==> config.mk <==
export PLATFORM = sky130hd
export DESIGN_NAME = prog_clock_divider
export DESIGN_NICKNAME = d
export VERILOG_FILES = /design/src/rtl/prog_clock_divider.sv
export SDC_FILE = /design/constraint.sdc
export NUM_CORES = 1
export LEC_CHECK = 0
export ABC_AREA = 0
export BUFFER_PORTS_ARGS = -buffer_cell sky130_fd_sc_hd__buf_2
export CAP_MARGIN = 20
export CORE_MARGIN = 2
export CORE_UTILIZATION = 44
export CTS_BUF_LIST = sky130_fd_sc_hd__clkbuf_16
export CTS_CLUSTER_DIAMETER = 120
export DETAILED_ROUTE_END_ITERATION = 12
export PLACE_DENSITY = 0.67
export SYNTH_ARGS = -nofsm -noshare
export SYNTH_HDL_FRONTEND = slang
export SYNTH_SLANG_ARGS = --single-unit
==> constraint.sdc <==
create_clock -name clock -period 12.3 [get_ports clock]
set_input_delay 1.23 -clock clock [delete_from_list [all_inputs] [get_ports clock]]
set_output_delay 1.23 -clock clock [all_outputs]
set_load 0.005 [all_outputs]
==> src/rtl/prog_clock_divider.sv <==
// prog_clock_divider
//
// Multi-channel, runtime-programmable clock divider. Each channel toggles its
// square wave `op` after `active_div` enabled cycles. When the optional tick
// feature is built, each channel also raises a one-cycle `tick` strobe on
// every toggle.
//
// A new divisor is staged as "pending" and is applied only at the channel's
// next wrap, or immediately on a restart. This allows divisors to change at
// run time without producing a truncated half-period.
//
// Optional feature macro: PROG_CLKDIV_TICK_EN
//   defined     -> `tick` is registered and driven.
//   not defined -> `tick` is tied to 0 and no tick registers are built.
//
// Ports:
//   clock    in   system clock; all state updates on the rising edge
//   reset    in   asynchronous, active-high reset
//   enable   in   [NCH]   per-channel count enable (low freezes the channel)
//   restart  in   [NCH]   per-channel synchronous phase restart (overrides enable)
//   div_wr   in   divisor write strobe
//   div_sel  in   [SELW]  target channel for div_wr
//   div_data in   [WIDTH] new half-period in cycles (0 is rejected)
//   op       out  [NCH]   divided square waves
//   tick     out  [NCH]   one-cycle strobe on each op toggle
//   wr_err   out  one-cycle pulse, one cycle after a rejected write
module prog_clock_divider #(
    parameter int  NCH         = 4,
    parameter int  WIDTH       = 32,
    parameter int  DEFAULT_DIV = 50000000,
    localparam int SELW        = (NCH > 1) ? $clog2(NCH) : 1
) (
    input  logic             clock,
    input  logic             reset,
    input  logic [NCH-1:0]   enable,
    input  logic [NCH-1:0]   restart,
    input  logic             div_wr,
    input  logic [SELW-1:0]  div_sel,
    input  logic [WIDTH-1:0] div_data,
    output logic [NCH-1:0]   op,
    output logic [NCH-1:0]   tick,
    output logic             wr_err
);

    localparam logic [WIDTH-1:0] DIV_RST = WIDTH'(DEFAULT_DIV);
    // One extra bit so that NCH itself is representable when div_sel is narrow.
    localparam logic [SELW:0]    NCH_LIM = (SELW + 1)'(NCH);

    logic sel_ok;
    logic wr_ok;

    assign sel_ok = ({1'b0, div_sel} < NCH_LIM);
    assign wr_ok  = div_wr && (div_data != '0) && sel_ok;

    always_ff @(posedge clock or posedge reset) begin
        if (reset) begin
            wr_err <= 1'b0;
        end else begin
            wr_err <= div_wr && !wr_ok;
        end
    end

    for (genvar i = 0; i < NCH; i++) begin : g_ch
        logic [WIDTH-1:0] count;
        logic [WIDTH-1:0] active_div;
        logic [WIDTH-1:0] pending_div;
        logic             pending_vld;
        logic             op_r;
        logic             wr_hit;
        logic             wrap;

        assign wr_hit = wr_ok && (div_sel == SELW'(i));
        // active_div is never 0, so the subtraction cannot underflow. Using >=
        // means an out-of-range count still wraps on the next enabled cycle.
        assign wrap   = (count >= active_div - WIDTH'(1));

        always_ff @(posedge clock or posedge reset) begin
            if (reset) begin
                count       <= '0;
                op_r        <= 1'b0;
                active_div  <= DIV_RST;
                pending_vld <= 1'b0;
            end else if (restart[i]) begin
                // A divisor written in the restart cycle takes priority over an
                // older pending one; either way it becomes active at once.
                count       <= '0;
                op_r        <= 1'b0;
                pending_vld <= 1'b0;
                if (wr_hit) begin
                    active_div <= div_data;
                end else if (pending_vld) begin
                    active_div <= pending_div;
                end
            end else begin
                if (enable[i]) begin
                    if (wrap) begin
                        count <= '0;
                        op_r  <= ~op_r;
                        if (pending_vld) begin
                            active_div  <= pending_div;
                            pending_vld <= 1'b0;
                        end
                    end else begin
                        count <= count + WIDTH'(1);
                    end
                end
                // A write landing on a wrap edge is staged for the following
                // wrap. It overrides the clear above.
                if (wr_hit) begin
                    pending_vld <= 1'b1;
                end
            end
        end

        // Staged divisor data. It is only consumed while pending_vld is set,
        // so it does not need a reset.
        always_ff @(posedge clock) begin
            if (wr_hit) begin
                pending_div <= div_data;
            end
        end

        assign op[i] = op_r;

`ifdef PROG_CLKDIV_TICK_EN
        logic tick_r;

        always_ff @(posedge clock or posedge reset) begin
            if (reset) begin
                tick_r <= 1'b0;
            end else begin
                tick_r <= enable[i] && !restart[i] && wrap;
            end
        end

        assign tick[i] = tick_r;
`else
        assign tick[i] = 1'b0;
`endif
    end

endmodule

======== Word level (Yosys, flattened, before mapping) ========
Index checks and enable logic that the tools add are counted.
cells by class
  add/sub/neg operators ................... 8
  $lt $le $gt $ge ......................... 4
  eq/ne operators ......................... 3
  multiplexer cells ....................... 60
  bitwise logic cells ..................... 4
  reductions and logical operators ........ 33
operators by type and width
  operator                                                               number
  32-bit two-way mux                                                     32
  32-bit by 1-bit adder with 32-bit output, second input constant        4
  32-bit greater-or-equal comparator                                     4
  32-bit by 1-bit subtractor with 32-bit output, second input constant   4
  32-bit nonzero test                                                    1
  1-bit two-way mux                                                      28
  3-bit nonzero test                                                     8
  2-bit AND reduction                                                    8
  2-bit nonzero test                                                     8
  1-bit logical AND                                                      6
  2-bit equality test, second input constant                             2
  1-bit inverter                                                         4
  2-bit by 1-bit equality test with 1-bit output, second input constant  1
  2-bit zero test                                                        1
  1-bit zero test                                                        1
storage, ports and cells
  register bits after elaboration ......... 393
  input port bits ......................... 45
  output and inout port bits .............. 9
  word-level logic and storage cells ...... 133

======== Logic depth before layout (Yosys ltp) ========
Gate-level depths: netlist (run 1).
  depth after elaboration ................. 6
  gate-level depth with buffers ........... 20
  gate-level depth less buffers ........... 18

======== Worst setup path before layout (run 1) ========
No wires, ideal clock.
  path kind ............................... input-to-reg
  from .................................... input port div_data[17]
  to ...................................... register g_ch[1].active_div[31]
  library setup time ...................... 126 ps
  data arrival time ....................... 5597 ps
  required time ........................... 12174 ps
  slack ................................... 6577 ps
  stages .................................. 9
  path buffers ............................ 1
  cell sequence ........................... nor4_1 > nand4_1 > o21ai_0 > nor3b_1 > nand2_1 > buf_2 > mux2i_1 > nor2_1 > o32a_1
on the way
  cells in the longest elaborated chain, start to end .. 5
ends and longest elaborated chain
  what                      line  source
  start: declaration        39    input logic [WIDTH-1:0] div_data,
  32-bit nonzero test       53    assign wr_ok = div_wr && (div_data != '0) && sel_ok;
  1-bit logical AND         53
  1-bit logical AND         72    assign wr_hit = wr_ok && (div_sel == SELW'(i));
  named net g_ch[1].wr_hit  69    logic wr_hit;
  32-bit two-way mux        89    if (wr_hit) begin
  32-bit two-way mux        83    end else if (restart[i]) begin
  end signal: assignment    90    active_div <= div_data;
  end signal: assignment    92    active_div <= pending_div;
  end signal: assignment    100   active_div <= pending_div;
  end: declaration          65    logic [WIDTH-1:0] active_div;
The timed path passes the listed nets, and every way through them passes these cells.
A chain may end at the register's enable or synchronous reset.

======== Final worst setup path (run 1) ========
  from .................................... register g_ch[2].active_div[3]
  to ...................................... register g_ch[2].active_div[5]
on the way
  cells in the longest elaborated chain, start to end .. 4
ends and longest elaborated chain
  what                                           line  source
  start: declaration                             65
  start signal: assignment                       90
  start signal: assignment                       92
  start signal: assignment                       100
  32-bit by 1-bit subtractor with 32-bit output  75    assign wrap = (count >= active_div - WIDTH'(1));
  32-bit greater-or-equal comparator             75
  2-bit nonzero test (no source line)            --
  2-bit AND reduction (no source line)           --
No other way between the ends.

==> flow_summary.toml, run 1 <==
[layout]
final_cell_mix = "nor2_1 (281), dfrtp_1 (217), xnor2_1 (141)"
nFillCells = 4388
final_common_cell = "nor2_1"
area.growth.synth_to_final_pct = 11.5
antenna_cells = 0
drive_gt1_frac = 0.103
finalNetCount = 2327
utilization = 0.498

[sta]
layout_min_cycle_time_ns = 5.99
skew_ns = 0.0103
fmax_mhz = 167
rsz0062_at_grt = "no"
slew_viol_final = 0
worst_pin_slew_ns = 1.01
slew_headroom = 0.328
setup-violations-final = 0
fin_setup_tns_ns = 0
hold_viol_final = 0
fin_crit_sh = 0.487

[status]
outcome = "complete, no violations"

[cts]
cts_buffers = 42
cts_resized = 0
cts.sinks = 393
postCtsHoldBufs = 0
clk_pin_slew_ns = 0.06
htree_levels = 2
cts_buffer_depth = 3
post_cts_buffers = 0
clock_latency_ns = 0.58
cts-root-buf = "clkbuf_16"
cts_tree = "done"

[routing]
drt-vias-per-instance = 5.57
drc = 0
routed_wl_um = 49900
postRouteAntennaNets = 0
wl_per_cell_um = 17.5
drt_iter0_drc = 1504
num_vias = 15850
dr.pass1.iters = 5

[floorplan]
ios = 54
coreArea_sq_um = 49100
dieWidth_um = 227
dieHeight_um = 227
std_cell_rows = 81
fp.dieArea_sq_um = 51600
initial_core_util = 0.447

[synthesis]
ys_types = 65
syn_inst = 2115
yosysSeqAreaShare = 0.481
postSynth.asyncResetShare = 0.674
syn_avg_cell_area_sq_um = 10.4
synthFlopType = "dfrtp_1"
synth_enable_flop_cells = 128
yosys_warnings = 0
ys_ff_latch = 393
syn_area_sq_um = 21900

[critical_path]
critical_path_class = "register to register"
worst_ep_required_time_ns = 12.76
crit_start = "g_ch[2].active_div[3]"
r2r_end = "g_ch[2].active_div[5]"
rr_worst_depth = 18
r2r_start = "g_ch[2].active_div[3]"
critPathLaunchType = "register"
r2r_slack_ns = 6.31
end_kind = "register"
crit_path_end = "g_ch[2].active_div[5]"
crit_fanout = 35
worstPathArrival_ns = 6.45

[pwr]
leakagePower_uw = 0.00983
ir_drop_mv = 0.0960
p_per_area_nw_per_um2 = 145

[hold_path]
hp-class = "register to register"

[placement]
io_buffer_count = 49
hpwl_um = 33600
place_congestion = 0.816

[global_route]
grt_pass1_wl_um = 82300
overflow = 0
grt_pass1_vias = 15463
antenna_found_initial = 0
grtUsageTotal = 0.199
grt_max_degree = 134

[job]
drv_cap = 0
==> sequential cells by signal, summed over array words and instances, names as in the netlist <==
name / count
g_ch.active_div: 128
g_ch.count: 128
g_ch.pending_div: 128
g_ch.op_r: 4
g_ch.pending_vld: 4
wr_err: 1
==> how the worst min path moves through the flow <==
stage	from	to	depth (start not counted)
after floorplan	g_ch[2].active_div[31]	g_ch[2].active_div[31]	1
final	g_ch[3].active_div[13]	g_ch[3].active_div[13]	1
after detailed placement	g_ch[3].active_div[13]	g_ch[3].active_div[13]	1
after global placement	g_ch[0].op_r	g_ch[0].op_r	2
after global routing	g_ch[3].active_div[13]	g_ch[3].active_div[13]	1
after CTS	g_ch[3].active_div[13]	g_ch[3].active_div[13]	1
==> where the power goes <==
| group | leakage, uW | internal [uW] | switching, uW |
|---|---|---|---|
| Sequential | 0.00445 | 1530 | 175 |
| Clock | 0.000714 | 745 | 550 |
| Combinational | 0.00467 | 271 | 273 |
==> worst max-delay path, cell delays in order, from the launching register on <==
cell       delay, ns
dfrtp_1         0.42
or4_4           0.54
nor2_2          0.11
nand2_1         0.08
or3_4           0.40
or4_4           0.52
or3_4           0.42
nor3_2          0.18
xnor2_1         0.10
ha_1            0.29
nand4_1         0.11
or4_1           0.44
nor2_1          0.17
o2111ai_1       0.14
and3_1          0.27
nand2b_1        0.21
nand2b_1        0.73
buf_4           0.45
o2bb2a_1        0.27
==> final cells by class <==
class / instances / area (sq um) / share of cell area
Multi-Input combinational cell: 1573 / 10900 / 0.444
Sequential cell: 393 / 10500 / 0.431
Clock buffer: 43 / 1080 / 0.0440
Tap cell: 664 / 831 / 0.0340
Timing Repair Buffer: 75 / 596 / 0.0244
Clock inverter: 35 / 320 / 0.0131
Inverter: 61 / 236 / 0.00967
==> per-stage QoR <==
| step | cell area (sq um) | power [uW] | hold WS (ns) | instances | setup slack, ns |
|---|---|---|---|---|---|
| 2_1_floorplan | 21900 | 2090 | 0.491 | 2118 | 3.85 |
| 3_3_place_gp | 22800 | 2230 | 0.504 | 2757 | 6.42 |
| 3_5_place_dp | 22900 | 2260 | 0.509 | 2760 | 6.25 |
| 4_1_cts | 24300 | 3570 | 0.517 | 2838 | 6.25 |
| 5_1_grt | 24400 | 3710 | 0.534 | 2844 | 6.00 |
| 6_report | 24400 | 3550 | 0.516 | 2844 | 6.31 |
==> routing by layer <==
layer	track usage	wire length (um)	part of all wire
met5	0	0	0
met4	0.0727	1580	0.032
met3	0.0210	1430	0.029
met2	0.328	23800	0.48
met1	0.271	23100	0.46
==> synthesized netlist by cell type (20+ instances only) <==
cell type  instances  area share
nand2b_1          52       0.015
nand3b_1          36       0.012
o22ai_1           68       0.019
dfstp_2           48       0.058
a2bb2oi_1         64       0.026
nor4_1            38       0.011
o32a_1            31       0.014
clkbuf_1          76       0.013
o21ai_0           63       0.014
nor2_1           283       0.048
nand2_1          108       0.018
inv_1             61       0.010
nand3_1           47       0.011
xor2_1            95       0.038
a21o_1            33       0.011
or3_1             20      0.0057
nor3_1            83       0.019
xnor2_1          141       0.056
nand4_1           36       0.010
a21oi_1           40      0.0091
o2bb2a_1          30       0.014
dfrtp_1          217        0.25
edfxtp_1         128        0.18
ha_1             136       0.078
mux2i_1           33       0.015
==> logic make-up after synthesis <==
family / Yosys count / synth area share
fa+ha+maj: 136 / 0.0776
simple gates: 790 / 0.180
flops: 393 / 0.481
compound gates: 372 / 0.123
xor+xnor: 236 / 0.0943
mux: 35 / 0.0161
buf+inv: 152 / 0.0276
other cells: 1 / 0.000171
Note: power is estimated with default switching activity, not from simulation.
==> run 2: changes to the inputs <==
--- a/config.mk
+++ b/config.mk
@@ -13,7 +13,7 @@
 export CTS_BUF_LIST = sky130_fd_sc_hd__clkbuf_16
 export CTS_CLUSTER_DIAMETER = 120
 export DETAILED_ROUTE_END_ITERATION = 12
-export PLACE_DENSITY = 0.67
+export PLACE_DENSITY = 0.69
 export SYNTH_ARGS = -nofsm -noshare
 export SYNTH_HDL_FRONTEND = slang
 export SYNTH_SLANG_ARGS = --single-unit
==> constraint.sdc (replaced) <==
create_clock -name clock -period 5.05 [get_ports clock]
set_input_delay 0.505 -clock clock [delete_from_list [all_inputs] [get_ports clock]]
set_output_delay 0.505 -clock clock [all_outputs]
set_load 0.005 [all_outputs]
==> run 2 against run 1 <==
  * Critical path type unchanged
  * Clock power rose to 2.6 times the previous value
  * Highest routed layer unchanged
  * Routed wire length up 2.6%
  * Combinational power rose to 2.6 times the previous value
  * Cell area rose by 2.1%
  * Global-route usage increased by 0.12 points
  * Non-clock buffer count increased by 35
  * Final cell count is 1.3% higher
  * First-iteration DRC count up 0.73%
  * Maximum frequency grew 23%
  * Via count up 1.8%
==> flow_summary.toml, run 2 (synthesis results as in run 1) <==
[pwr]
ir_drop_mv = 0.249
power_uw = 8930
leakagePower_uw = 0.0101
p_per_area_nw_per_um2 = 358

[floorplan]
ios = 54
initial_core_util = 0.447
dieWidth_um = 227
fp.dieArea_sq_um = 51600
coreArea_sq_um = 49100
std_cell_rows = 81
dieHeight_um = 227

[layout]
final_cell_area_sq_um = 25000
finalNetCount = 2362
final_cell_mix = "nor2_1 (280), dfrtp_1 (217), xnor2_1 (141)"
utilization = 0.509
nFillCells = 4281
drive_gt1_frac = 0.125
area.growth.synth_to_final_pct = 13.9
largest_registers = "g_ch.active_div x128, g_ch.count x128, g_ch.pending_div x128"
final_common_cell = "nor2_1"

[hold_path]
hp-class = "input port to asynchronous set/reset pin"

[cts]
clock_latency_ns = 0.56
cts.sinks = 393
clk_pin_slew_ns = 0.06
cts_buffers = 42
cts_buffer_depth = 3
htree_levels = 2
cts_tree = "done"
cts-root-buf = "clkbuf_16"

[critical_path]
critPathMostFrequentCell = "or4_4"
critPathSlowestCell = "or4_4"
crit_fanout = 16
critical_path_class = "register to register"
worst_ep_required_time_ns = 5.48
cp_cell_sequence = "or4_4 -> nor2_2 -> nand2_1 -> or3_4 -> or4_4 -> or3_4 -> nor3_4 -> xnor2_1 -> ha_1 -> nand4_1 -> or4_4 -> nor2_4 -> o2111ai_1 -> and3_1 -> nand2b_4 -> nand2b_4 -> clkbuf_16 -> o2bb2a_1"
worstPathArrival_ns = 5.31
critPathLaunchType = "register"
end_kind = "register"
critPathMaxStageDelay_ns = 0.55
r2r_slack_ns = 0.17

[placement]
pre_cts_ws_ns = 0.0867
place_congestion = 0.817
place_area_sq_um = 23200
hpwl_um = 34700
io_buffer_count = 49

[job]
drv_cap = 0

[sta]
skew_ns = 0.0222
slew_headroom = 0.367
slew_viol_final = 0
fin_crit_sh = 0.966
worst_pin_slew_ns = 0.949
layout_min_cycle_time_ns = 4.88
layout_setup_ws_ns = 0.170
hold_viol_final = 0
setup-violations-final = 0
fmax_mhz = 205

[routing]
drt_iter0_drc = 1515
routed_wl_um = 51200
drt-vias-per-instance = 5.60
dr.pass1.iters = 5
postRouteAntennaNets = 0
drc = 0
num_vias = 16140
wl_per_cell_um = 17.8

[global_route]
grt_max_degree = 164
grt-busiest-layer = "met2"
use_met2 = 0.319
overflow = 0
gr-usage-met1 = 0.273
grt_pass1_vias = 15749
grt_pass1_wl_um = 83300
antenna_found_initial = 2
grtUsageTotal = 0.200
met3_usage = 0.0243

[status]
outcome = "complete, no violations"
run 2: cell types whose count changed in the layout (fill, tap and decap cells not counted), sizes merged, moves of 2 or more:
cell / previous run / this run
buf: 75 / 108
bufinv: 5 / 9
clkbuf: 43 / 45
clkinvlp: 3 / 7
diode: 0 / 2
inv: 72 / 65
run 2: timing repair:
action                     CTS  global route
setup endpoints to repair    0           151
setup buffers                0             1
hold buffers                 0             0
resized for setup            0            20
run 2: final timing paths:
path | end | cells after the start | from
setup / recovery | g_ch[2].active_div[2] | 18 | g_ch[2].active_div[5]
hold / removal | g_ch[0].count[4] | 3 | reset
setup reg to reg | g_ch[2].active_div[2] | 18 | g_ch[2].active_div[5]
hold reg to reg | g_ch[3].active_div[12] | 1 | g_ch[3].active_div[12]
max in group asynchronous | g_ch[2].count[24] | 3 | reset
min in group clock | wr_err | 2 | div_wr
run 2: report_power, final:
| group | internal (uW) | switching [uW] |
|---|---|---|
| Sequential | 3730 | 422 |
| Clock | 2030 | 1340 |
| Combinational | 702 | 713 |
| Total | 6460 | 2470 |
run 2: per-stage QoR:
stage          std cells  setup TNS, ns  hold slack (ns)
3_5_place_dp        2795              0            0.516
3_3_place_gp        2793              0            0.501
2_1_floorplan       2118              0            0.491
5_1_grt             2881         -0.103            0.143
4_1_cts             2873              0            0.140
6_report            2881              0           0.0899
run 2: final cells by class:
cell class / count / area [sq um] / share of cell area
Tap cell: 664 / 831 / 0.0333
Antenna cell: 2 / 5.00 / 0.000201
Inverter: 61 / 233 / 0.00932
Clock buffer: 43 / 1080 / 0.0431
Sequential cell: 393 / 10500 / 0.422
Clock inverter: 35 / 439 / 0.0176
Timing Repair Buffer: 110 / 926 / 0.0371
Multi-Input combinational cell: 1573 / 10900 / 0.437
run 2: metal layers:
metal	part of all wire	routed length (um)
met4	0.045	2300
met2	0.46	23700
met1	0.45	23300
met3	0.038	1920
met5	0	0
run 2: worst max-delay path, delay by kind of cell (launching register included):
family | cells | cell delay [ns]
adder cells (fa/ha/maj) | 1 | 0.30
AO/OA/AOI/OAI | 2 | 0.33
buffers and inverters | 1 | 0.18
flip-flops | 1 | 0.40
XOR/XNOR | 1 | 0.09
AND/OR/NAND/NOR | 13 | 3.46
==> run 3: changes to the inputs <==
--- a/config.mk
+++ b/config.mk
@@ -14,6 +14,7 @@
 export CTS_CLUSTER_DIAMETER = 120
 export DETAILED_ROUTE_END_ITERATION = 12
 export PLACE_DENSITY = 0.69
+export SETUP_SLACK_MARGIN = 0.2
 export SYNTH_ARGS = -nofsm -noshare
 export SYNTH_HDL_FRONTEND = slang
 export SYNTH_SLANG_ARGS = --single-unit
==> run 3 against run 2 <==
  * Maximum frequency fell by 0.95%
  * Sequential share of layout area shrank 0.86 points
  * Cell area is 2.1% higher
  * Worst setup slack got worse by 0.047 ns
  * Combinational power is 7% higher
  * Critical path type unchanged
==> flow_summary.toml, run 3 (synthesis results as in run 1) <==
[global_route]
met3_usage = 0.0243
grt_pass1_vias = 15738
grtUsageTotal = 0.199
grt_max_degree = 168
antenna_found_initial = 1
grt_pass1_wl_um = 83400
gr-usage-met1 = 0.274
grt-busiest-layer = "met2"
overflow = 0
use_met2 = 0.329

[cts]
cts-root-buf = "clkbuf_16"
cts_tree = "done"
postCtsHoldBufs = 0
clk_pin_slew_ns = 0.06
clock_latency_ns = 0.55
htree_levels = 2
cts.sinks = 393
cts_buffers = 41
cts_buffer_depth = 3

[critical_path]
crit_buf_inv = 2
worst_ep_required_time_ns = 5.54
crit_fanout = 8
critPathLaunchType = "register"
critPathMaxStageDelay_ns = 0.56
worstPathArrival_ns = 5.41
end_kind = "register"
critPathSlowestCell = "or4_4"
crit_family = "simple AND/OR/NAND/NOR gates"
critical_path_class = "register to register"
cp_cell_sequence = "or4_4 -> nor2_4 -> nand2_2 -> or3_4 -> or4_4 -> or3_4 -> xor2_1 -> ha_1 -> nand4_1 -> or4_4 -> nor2_4 -> o2111ai_2 -> a31oi_2 -> o22ai_4 -> buf_4 -> buf_12 -> nor2_1 -> o2bb2a_2"
critPathMostFrequentCell = "or4_4"

[sta]
fin_setup_tns_ns = 0
layout_setup_ws_ns = 0.123
fmax_mhz = 203
skew_ns = 0.0150
slew_headroom = 0.290
worst_pin_slew_ns = 1.06
hold_viol_final = 0
layout_min_cycle_time_ns = 4.93
setup-violations-final = 0
fin_crit_sh = 0.976
slew_viol_final = 0
rsz0062_at_grt = "yes"

[floorplan]
fp.dieArea_sq_um = 51600
coreArea_sq_um = 49100
initial_core_util = 0.447
ios = 54
dieHeight_um = 227
std_cell_rows = 81
dieWidth_um = 227

[job]
drv_cap = 0

[layout]
finalNetCount = 2377
drive_gt1_frac = 0.158
area.growth.synth_to_final_pct = 16.2
final_cell_mix = "nor2_1 (260), dfrtp_1 (217), xnor2_1 (141)"
final_cells = 2893
largest_registers = "g_ch.active_div x128, g_ch.count x128, g_ch.pending_div x128"
final_common_cell = "nor2_1"

[routing]
drc = 0
routed_wl_um = 52000
drt-vias-per-instance = 5.63
num_vias = 16283
wl_per_cell_um = 18.0
dr.pass1.iters = 6
postRouteAntennaNets = 0
drt_iter0_drc = 1550

[placement]
dp.cells = 2796
io_buffer_count = 49
pre_cts_ws_ns = 0.0723
place_congestion = 0.821
hpwl_um = 34300

[status]
outcome = "complete, no violations"

[pwr]
leakagePower_uw = 0.0102
ir_drop_mv = 0.291
p_per_area_nw_per_um2 = 351

[hold_path]
hp-class = "input port to asynchronous set/reset pin"
-- run 3: repair_timing --
item | CTS | global route
pin swaps | 5 | 21
setup buffers | 4 | 8
gates cloned | 1 | 5
endpoints found under the hold margin | 0 | 0
gates resized for setup | 6 | 114
endpoints found under the setup margin | 61 | 195
-- run 3: worst paths after layout --
path                                   startpoint                      to  slack (ns)  cells past startpoint
max                         g_ch[2].active_div[5]   g_ch[2].active_div[5]        0.12                     18
min                                         reset        g_ch[0].count[3]        0.03                      2
max reg2reg                 g_ch[2].active_div[5]   g_ch[2].active_div[5]        0.12                     18
min reg2reg                g_ch[3].active_div[15]  g_ch[3].active_div[15]        0.52                      1
max in group asynchronous                   reset        g_ch[2].count[3]        3.63                      3
min in group clock                         div_wr                  wr_err        0.19                      2
-- run 3: worst reg2reg max path: cells and delay by family (launching register included) --
family,cells,cell delay [ns]
simple gates,10,2.98
compound gates,4,0.71
flops,1,0.37
fa+ha+maj,1,0.33
buf+inv,2,0.31
xor+xnor,1,0.17
-- run 3: metal layers --
layer,share of wire,wire [um],up-vias
met4,0.027,1430,0
met3,0.037,1900,83
li1,-,-,7847
met1,0.45,23500,8012
met5,0,0,-
met2,0.48,25200,341
-- run 3: per-stage QoR --
| step | hold WS (ns) | power, uW | util | area, sq um |
|---|---|---|---|---|
| global route | 0.0783 | 9330 | 0.519 | 25500 |
| detailed placement | 0.508 | 5560 | 0.473 | 23200 |
| floorplan | 0.491 | 5080 | - | 21900 |
| CTS | 0.0363 | 8850 | 0.505 | 24800 |
| finish | 0.0332 | 8940 | 0.519 | 25500 |
| global placement | 0.502 | 5480 | 0.473 | 23200 |
-- run 3: power by group --
part           switching, uW  total, uW  leakage (uW)  internal (uW)
clock                   1320       3250      0.000714           1940
combinational            737       1510       0.00506            775
sequential               438       4170       0.00445           3730
total                   2490       8940        0.0102           6440
-- run 3: area by class of cell --
cell class | count | area (sq um)
fillers | 4222 | 23600
multi-input cells | 1573 | 11300
flip-flops and latches | 393 | 10500
repair buffers | 126 | 1120
clock buffers | 42 | 1050
well taps | 664 | 831
clock inverters | 33 | 388
inverters | 61 | 233
diodes | 1 | 2.50
